File: src/rtl/i2c_pkg.sv
// Shared definitions for the I2C master engines: state encoding, quarter-phase
// names and protocol constants.
package i2c_pkg;

    typedef enum logic [2:0] {
        ST_IDLE  = 3'd0,
        ST_START = 3'd1,
        ST_BIT   = 3'd2,
        ST_ACK   = 3'd3,
        ST_STOP  = 3'd4,
        ST_DONE  = 3'd5
    } state_t;

    localparam logic [1:0] Q0 = 2'd0;
    localparam logic [1:0] Q1 = 2'd1;
    localparam logic [1:0] Q2 = 2'd2;
    localparam logic [1:0] Q3 = 2'd3;

    localparam logic I2C_WRITE_BIT = 1'b0;

    localparam logic [1:0] LAST_BYTE_IDX = 2'd2;

endpackage

File: src/rtl/i2c_quarter_tick.sv
// Quarter-SCL-period tick generator: one-cycle pulse every QUARTER ref_clk
// cycles, restartable from zero through a synchronous clear.
module i2c_quarter_tick #(
    parameter int QUARTER = 125
) (
    input  logic ref_clk,
    input  logic reset,
    input  logic clear,
    output logic tick
);

    logic [15:0] count;

    assign tick = (count == 16'(QUARTER - 1));

    always_ff @(posedge ref_clk or negedge reset) begin
        if (!reset) begin
            count <= '0;
        end else if (clear || tick) begin
            count <= '0;
        end else begin
            count <= count + 16'd1;
        end
    end

endmodule

File: src/rtl/i2c_master_write.sv
// Open-drain I2C master performing one START/addr+W/reg/data/STOP register
// write per accepted request, timed entirely from a quarter-period tick.
module i2c_master_write
    import i2c_pkg::*;
#(
    parameter int QUARTER = 125,
    parameter int ADDR_W  = 7
) (
    input  logic              ref_clk,
    input  logic              reset,
    input  logic              start,
    input  logic [ADDR_W-1:0] slave_addr,
    input  logic [7:0]        reg_addr,
    input  logic [7:0]        wr_data,
    output logic              busy,
    output logic              done,
    output logic              ack_error,
    output logic              scl_oe,
    output logic              sda_oe,
    input  logic              sda_in
);

    state_t      state, state_n;
    logic [1:0]  phase, phase_n;
    logic [1:0]  byte_idx, byte_idx_n;
    logic [2:0]  bit_idx, bit_idx_n;
    logic        ack_error_n;
    logic        busy_n;
    logic        accept;
    logic        tick;
    logic        tick_clear;
    logic        scl_low, sda_low;
    logic [7:0]  byte_buf [3];
    logic [7:0]  cur_byte;

    assign accept     = start && !busy;
    assign tick_clear = (state == ST_IDLE);
    assign cur_byte   = byte_buf[byte_idx];

    i2c_quarter_tick #(
        .QUARTER(QUARTER)
    ) u_tick (
        .ref_clk(ref_clk),
        .reset  (reset),
        .clear  (tick_clear),
        .tick   (tick)
    );

    always_ff @(posedge ref_clk or negedge reset) begin
        if (!reset) begin
            state     <= ST_IDLE;
            phase     <= Q0;
            byte_idx  <= 2'd0;
            bit_idx   <= 3'd7;
            ack_error <= 1'b0;
            busy      <= 1'b0;
            done      <= 1'b0;
            scl_oe    <= 1'b0;
            sda_oe    <= 1'b0;
        end else begin
            state     <= state_n;
            phase     <= phase_n;
            byte_idx  <= byte_idx_n;
            bit_idx   <= bit_idx_n;
            ack_error <= ack_error_n;
            busy      <= busy_n;
            done      <= (state == ST_DONE);
            scl_oe    <= scl_low;
            sda_oe    <= sda_low;
        end
    end

    // Request bytes are frozen at accept so the caller may change them freely.
    always_ff @(posedge ref_clk or negedge reset) begin
        if (!reset) begin
            for (int i = 0; i < 3; i++) begin
                byte_buf[i] <= 8'd0;
            end
        end else if (accept) begin
            byte_buf[0] <= {slave_addr, I2C_WRITE_BIT};
            byte_buf[1] <= reg_addr;
            byte_buf[2] <= wr_data;
        end
    end

    always_comb begin
        state_n     = state;
        phase_n     = phase;
        byte_idx_n  = byte_idx;
        bit_idx_n   = bit_idx;
        ack_error_n = ack_error;
        busy_n      = busy;

        case (state)
            ST_IDLE: begin
                if (accept) begin
                    state_n     = ST_START;
                    phase_n     = Q0;
                    ack_error_n = 1'b0;
                    busy_n      = 1'b1;
                end
            end
            ST_START: begin
                if (tick) begin
                    phase_n = phase + 2'd1;
                    if (phase == Q3) begin
                        state_n    = ST_BIT;
                        byte_idx_n = 2'd0;
                        bit_idx_n  = 3'd7;
                    end
                end
            end
            ST_BIT: begin
                if (tick) begin
                    phase_n = phase + 2'd1;
                    if (phase == Q3) begin
                        if (bit_idx == 3'd0) begin
                            state_n = ST_ACK;
                        end else begin
                            bit_idx_n = bit_idx - 3'd1;
                        end
                    end
                end
            end
            // The slave's answer is captured at the end of q2 and acted on at the end of q3.
            ST_ACK: begin
                if (tick) begin
                    phase_n = phase + 2'd1;
                    if ((phase == Q2) && sda_in) begin
                        ack_error_n = 1'b1;
                    end
                    if (phase == Q3) begin
                        if (ack_error) begin
                            state_n = ST_STOP;
                        end else if (byte_idx < LAST_BYTE_IDX) begin
                            state_n    = ST_BIT;
                            byte_idx_n = byte_idx + 2'd1;
                            bit_idx_n  = 3'd7;
                        end else begin
                            state_n = ST_STOP;
                        end
                    end
                end
            end
            ST_STOP: begin
                if (tick) begin
                    phase_n = phase + 2'd1;
                    if (phase == Q3) begin
                        state_n = ST_DONE;
                    end
                end
            end
            ST_DONE: begin
                state_n = ST_IDLE;
                busy_n  = 1'b0;
            end
            default: begin
                state_n = ST_IDLE;
            end
        endcase
    end

    // Pad drive levels for the current quarter; registered one cycle later.
    always_comb begin
        scl_low = 1'b0;
        sda_low = 1'b0;
        case (state)
            ST_START: begin
                scl_low = (phase == Q3);
                sda_low = (phase == Q2) || (phase == Q3);
            end
            ST_BIT: begin
                scl_low = (phase == Q0) || (phase == Q1);
                sda_low = !cur_byte[bit_idx];
            end
            ST_ACK: begin
                scl_low = (phase == Q0) || (phase == Q1);
            end
            ST_STOP: begin
                scl_low = (phase == Q0);
                sda_low = (phase == Q0) || (phase == Q1);
            end
            default: begin
                scl_low = 1'b0;
                sda_low = 1'b0;
            end
        endcase
    end

endmodule

File: config.mk
export PLATFORM = sky130hd
export DESIGN_NAME = i2c_master_write
export DESIGN_NICKNAME = d
export VERILOG_FILES = /design/src/rtl/i2c_pkg.sv /design/src/rtl/i2c_quarter_tick.sv /design/src/rtl/i2c_master_write.sv
export SDC_FILE = /design/constraint.sdc
export NUM_CORES = 1
export LEC_CHECK = 0
export CAP_MARGIN = 20
export CORE_UTILIZATION = 23
export DETAILED_ROUTE_END_ITERATION = 7
export GPL_ROUTABILITY_DRIVEN = 0
export SYNTH_ARGS = -nofsm -noshare
export SYNTH_HDL_FRONTEND = slang
export SYNTH_HIERARCHICAL = 1
export SYNTH_SLANG_ARGS = --single-unit
File: constraint.sdc
create_clock -name ref_clk -period 4.1 [get_ports ref_clk]
set_clock_uncertainty 0.1 [all_clocks]
set_input_delay 0.82 -clock ref_clk [delete_from_list [all_inputs] [get_ports ref_clk]]
set_output_delay 0.82 -clock ref_clk [all_outputs]
set_load 0.1 [all_outputs]
Yosys cells after proc, flatten, opt, wreduce, memory -nomap -nowiden
Cells that the tools add are included.
{"block": "word_totals", "in_bits": 27, "word_cells": 115, "out_inout_bits": 5, "ff_bits": 54}
{"block": "classes", "addsub": 4, "eq_ne": 24, "mux": 47, "n_reduce_logical": 23, "n_bitwise": 1, "order_cmp": 3}
{"op": "2-to-1 mux 3 bit", "n": 21}
{"op": "!= test 2 bit (second input constant)", "n": 10}
{"op": "AND reduction 10 bit", "n": 2}
{"op": "adder 16 x 1 -> 16 bit (second input constant)", "n": 1}
{"op": "binary-select mux 8 bit (select 2 bit)", "n": 1}
{"op": "== test 16 x 7 -> 1 bit (second input constant)", "n": 1}
{"op": "2-to-1 mux 16 bit", "n": 1}
{"op": "2-to-1 mux 2 bit", "n": 8}
{"op": "2-to-1 mux 8 bit", "n": 2}
{"op": "case mux 3 bit (5 select lines)", "n": 1}
{"op": "!= test 2 x 1 -> 1 bit (second input constant)", "n": 5}
{"op": "case mux 3 bit (3 select lines)", "n": 1}
{"op": "case mux 2 bit (2 select lines)", "n": 2}
{"op": "nonzero test 2 bit", "n": 4}
{"op": "AND reduction 7 bit", "n": 1}
{"op": "== test 3 x 2 -> 1 bit (second input constant)", "n": 2}
{"op": "== test 3 bit (second input constant)", "n": 2}
{"op": "zero test 3 bit", "n": 2}
{"op": "case mux 1 bit (3 select lines)", "n": 2}
{"op": "2-to-1 mux 1 bit", "n": 5}
{"op": "adder 2 x 1 -> 2 bit (second input constant)", "n": 2}
{"op": "== test 2 bit (second input constant)", "n": 2}
{"op": "less-than comparator 3 x 4 -> 1 bit (second input constant)", "n": 1}
{"op": "case mux 1 bit (2 select lines)", "n": 2}
{"op": "17 further kinds", "n": 21}

Depth between registers and ports, before layout
{"block": "depth", "depth_word": 8, "depth_mapped": 8, "ltp_nobuf": 8}

Hierarchy
The synthesis kept the hierarchy.
{"module": "i2c_master_write", "cells_each": 231, "seq_area_each_um2": 954.7, "n_inst": 1, "area_each_um2": 2005.7}
{"module": "i2c_quarter_tick", "cells_each": 85, "seq_area_each_um2": 400.4, "n_inst": 1, "area_each_um2": 832.0}

Least setup slack after synthesis
No wires, ideal clock.
{"block": "synth_path", "path_kind": "register -> register", "startpoint": "register u_tick.count[9]", "endpoint": "register byte_idx[0]", "setup_ns": 0.121, "period_less_slack_ns": 2.395, "t_arrival_ns": 2.174, "path_stages_with_launch": 6, "required_ns": 3.879, "n_path_buf": 0, "slack_ns": 1.705, "cell_sequence": "dfrtp_1 -> or4_4 -> nor4_2 -> nand3_1 -> a211o_1 -> a22o_2"}
{"block": "synth_between", "elab_chain_cells": 3, "word_cells_on_any_way": 4, "cone_classes": "3 x eq/ne; 1 x reduce/logical"}
{"item": "start: declaration", "line_no": "i2c_quarter_tick.sv:12", "rtl": "logic [15:0] count;"}
{"item": "start signal: assignment", "line_no": "i2c_quarter_tick.sv:22", "rtl": "count <= count + 16'd1;"}
{"item": "== test 16 x 7 -> 1 bit (*)", "line_no": "i2c_quarter_tick.sv:14", "rtl": "assign tick = (count == 16'(QUARTER - 1));"}
{"item": "named net tick", "line_no": "i2c_master_write.sv:30", "rtl": "logic tick;"}
{"item": "!= test 2 x 1 -> 1 bit (no line)"}
{"item": "AND reduction 7 bit (no line) (*)"}
{"item": "end signal: assignment", "line_no": "i2c_master_write.sv:63", "rtl": "byte_idx <= byte_idx_n;"}
{"item": "end: declaration", "line_no": "i2c_master_write.sv:25", "rtl": "logic [1:0] byte_idx, byte_idx_n;"}
Mark *: on every way through the listed nets, which the timed path passes. The rest lies on a longest branch.
A chain may end at the register's enable or synchronous reset.

Worst setup path after layout
{"block": "layout_path", "startpoint": "register ack_error", "endpoint": "output ack_error"}
{"item": "start: declaration", "line_no": "i2c_master_write.sv:17", "rtl": "output logic ack_error,"}
{"item": "start signal: assignment", "line_no": "i2c_master_write.sv:65", "rtl": "ack_error <= ack_error_n;"}
No word-level cell between the ends.

==> out/results.txt <==
Status - completed
Max-slew violations - 0
Power per cell area - 320 nW/um^2
HPWL after DPL - 4420 microns
Max H-tree Level - 2
Hold Fails Final Rpt - 0
Layout Nets - 375
Req. time, crit path - 3.18 ns
Initial antenna violation count - 0
Gr usage total - 0.102
Commonest non-fill, non-tap cells in the layout - nand2_1, dfrtp_1, nor2_1, clkdlybuf4s50_1, o21ai_0
CORE AREA - 12000 sq um
Crit-path max cell delay - 1.18 ns
Synth Area in XOR/XNOR - 0.0432
Starting density of the core - 0.236
CTS Root Cell - clkbuf_16
Commonest non-fill, non-tap cell in the layout - nand2_1
Drt pass-1 iters - 6
Vias - 2239
Synth Area per Inst - 8.98 sq um
Layout cells sized above 1 - 0.0765
Buffers plus inverters on the worst setup path - 1
Vias in the first global route - 2086
Dominant cell type by area after synthesis - dfrtp_1
Num rows - 40
Die ar. - 12800 sq um
Leak - 0.00147 uW
Dominant synthesized flop cell - dfrtp_1
Class of the worst hold path - reg2reg
Crit-path slowest cell - clkdlybuf4s50_1
Drt total wl - 6140 microns
Largest net degree at the start of global routing - 34
Post-synthesis sequential area ratio - 0.478
Synth Register Bits - 54
RSZ-0062 raised after global routing - false
Setup TNS Final - 0 ns
Worst slew pin tran - 0.977 ns
Number of distinct library cells after synthesis - 55
Longest Clk Path Bufs - 2
Post-synth EDFFs - 0
Average vias per placed instance - 4.60
Yosys top cell area share - 0.450
Mapped Cells - 316
Critical path arrival - 1.92 ns
Headroom to the max-slew limit - 0.349
Setup slack, reg-to-reg - 1.43 ns
Initial DRC count - 187
Post-Synth Simple-Gate Area - 0.253
Antenna Cells - 0
YS warnings - 6
Total CTS buffers - 5
Final instance area - 3410 sq um
Async set-reset flop share out of synthesis - 1.00
First-pass GRT wire length - 10400 microns
VDD IR max - 0.000157 V
Synth area leaders - dfrtp_1, nand2_1, nor2_1
Final critical-path required period - 2.84 ns
Cell family with most CP delay - buffers and inverters
Port Buf Inserts - 31
Synth Area in Adders - 0.0353
Mapped Nets - 351
Postcts setup bufs - 0
Compound-gate portion of the synthesized area - 0.124
Synth Cell Area - 2840 sq um
PostCTS Resize Cnt - 0
Critical Path, Cell by Cell - clkdlybuf4s50_1
Post-DRT Antenna Nets - 0
Max Cap Viol - 0
DRC Markers - 0
Layout Utilization - 0.284
Area growth syn-to-layout - 20.2%
Final setup fails - 0
Die height - 113 microns
Largest family of logic cells by synthesized area - simple AND/OR/NAND/NOR gates
Grt total ovfl - 0
Startpoint types - flip-flop
Sink Count - 54
WL/cell - 12.6 microns
Clock-pin slew on the worst setup and hold paths - 0.07 ns
CP Capture Type - output pin
Ports - 32
Fmax achieved - 352 MHz
Post-CTS Hold Fix Bufs - 0
CTS tree - built
Maximum fanout along the worst path - 5
Die X - 113 microns
Area after DPL - 3240 sq um
Clk_lat worst skew - 0.29 ns
Tcrit/Tclk final - 0.693
Kind of critical path - reg2out
Mux contribution to synthesized area - 0.0150
==> cell usage after synthesis, drive strengths merged, types with 2 or more instances <==
| library cell | n |
|---|---|
| a21oi | 10 |
| a31oi | 2 |
| buf | 7 |
| clkbuf | 9 |
| dfrtp | 51 |
| dfstp | 3 |
| ha | 8 |
| inv | 13 |
| mux2 | 2 |
| mux2i | 2 |
| nand2 | 78 |
| nand2b | 2 |
| nand3 | 9 |
| nand3b | 6 |
| nand4 | 6 |
| nor2 | 30 |
| nor2b | 5 |
| nor3 | 5 |
| nor3b | 2 |
| nor4 | 5 |
| o211ai | 2 |
| o21a | 3 |
| o21ai | 14 |
| o22a | 3 |
| o22ai | 4 |
| o31ai | 2 |
| o32ai | 2 |
| or2 | 3 |
| or4 | 2 |
| xnor2 | 12 |
| xor2 | 2 |
==> worst reg2reg max path: cells and delay by family (launching register included) <==
kind	cells	cell delay [ns]
AOI/OAI and AO/OA	2	0.63
DFF	1	0.45
and+or+nand+nor	3	1.39
==> area by class of cell <==
class,count,area [sq um]
Fill cell,1261,8600
Inverter,13,48.8
Clock inverter,1,30.0
Timing Repair Buffer,33,320
Tap cell,147,184
Sequential cell,54,1360
Multi-Input combinational cell,233,1340
Clock buffer,6,139
==> layer usage <==
layer / GRT usage / vias up / wire length, microns
met3: 0.0246 / 7 / 274
met1: 0.134 / 1069 / 2820
met4: 0.0395 / 0 / 97
met5: 0 / - / 0
met2: 0.162 / 47 / 2950
li1: - / 1116 / -
==> where the power goes <==
part,leakage (uW),switching (uW),internal (uW)
Combinational,0.000697,21.0,28.9
Sequential,0.000694,6.51,544
Clock,0.0000829,188,302
Total,0.00147,216,875
==> cell families (layout without fill, tap and decap cells) <==
logic type / Yosys count / after routing
AND/OR/NAND/NOR: 155 / 155
buffers and inverters: 29 / 53
adder cells (fa/ha/maj): 8 / 8
multiplexers: 4 / 4
flip-flops: 54 / 54
XOR/XNOR: 14 / 14
AO/OA/AOI/OAI: 52 / 52
==> per-stage QoR <==
stage,instances,setup slack [ns],hold WS (ns),total power [uW]
global route,487,1.19,0.403,1130
CTS,487,1.24,0.382,1110
global placement,480,1.41,0.358,612
floorplan,316,1.71,0.338,571
detailed placement,480,1.36,0.357,612
finish,487,1.26,0.375,1090
==> state kept, by name, indices dropped and copies added (netlist names) <==
signal,flops
ack_error,1
bit_idx,3
busy,1
byte_buf,23
byte_idx,2
done,1
phase,2
scl_oe,1
sda_oe,1
state,3
u_tick/count,16
==> path summary, 6_finish.rpt <==
check,from,cells past startpoint,to
worst max-delay path,ack_error$_DFFE_PN0P_,1,ack_error
worst min-delay path,byte_buf[18]$_DFFE_PN0P_,2,byte_buf[18]$_DFFE_PN0P_
worst max register to register,u_tick/count[9]$_DFF_PN0_,5,byte_idx[0]$_DFFE_PN0P_
worst min register to register,byte_buf[18]$_DFFE_PN0P_,2,byte_buf[18]$_DFFE_PN0P_
max in group asynchronous,reset,2,byte_buf[2]$_DFFE_PN0P_
min in group asynchronous,reset,1,u_tick/count[2]$_DFF_PN0_
Power figures use the tool's default switching activity.
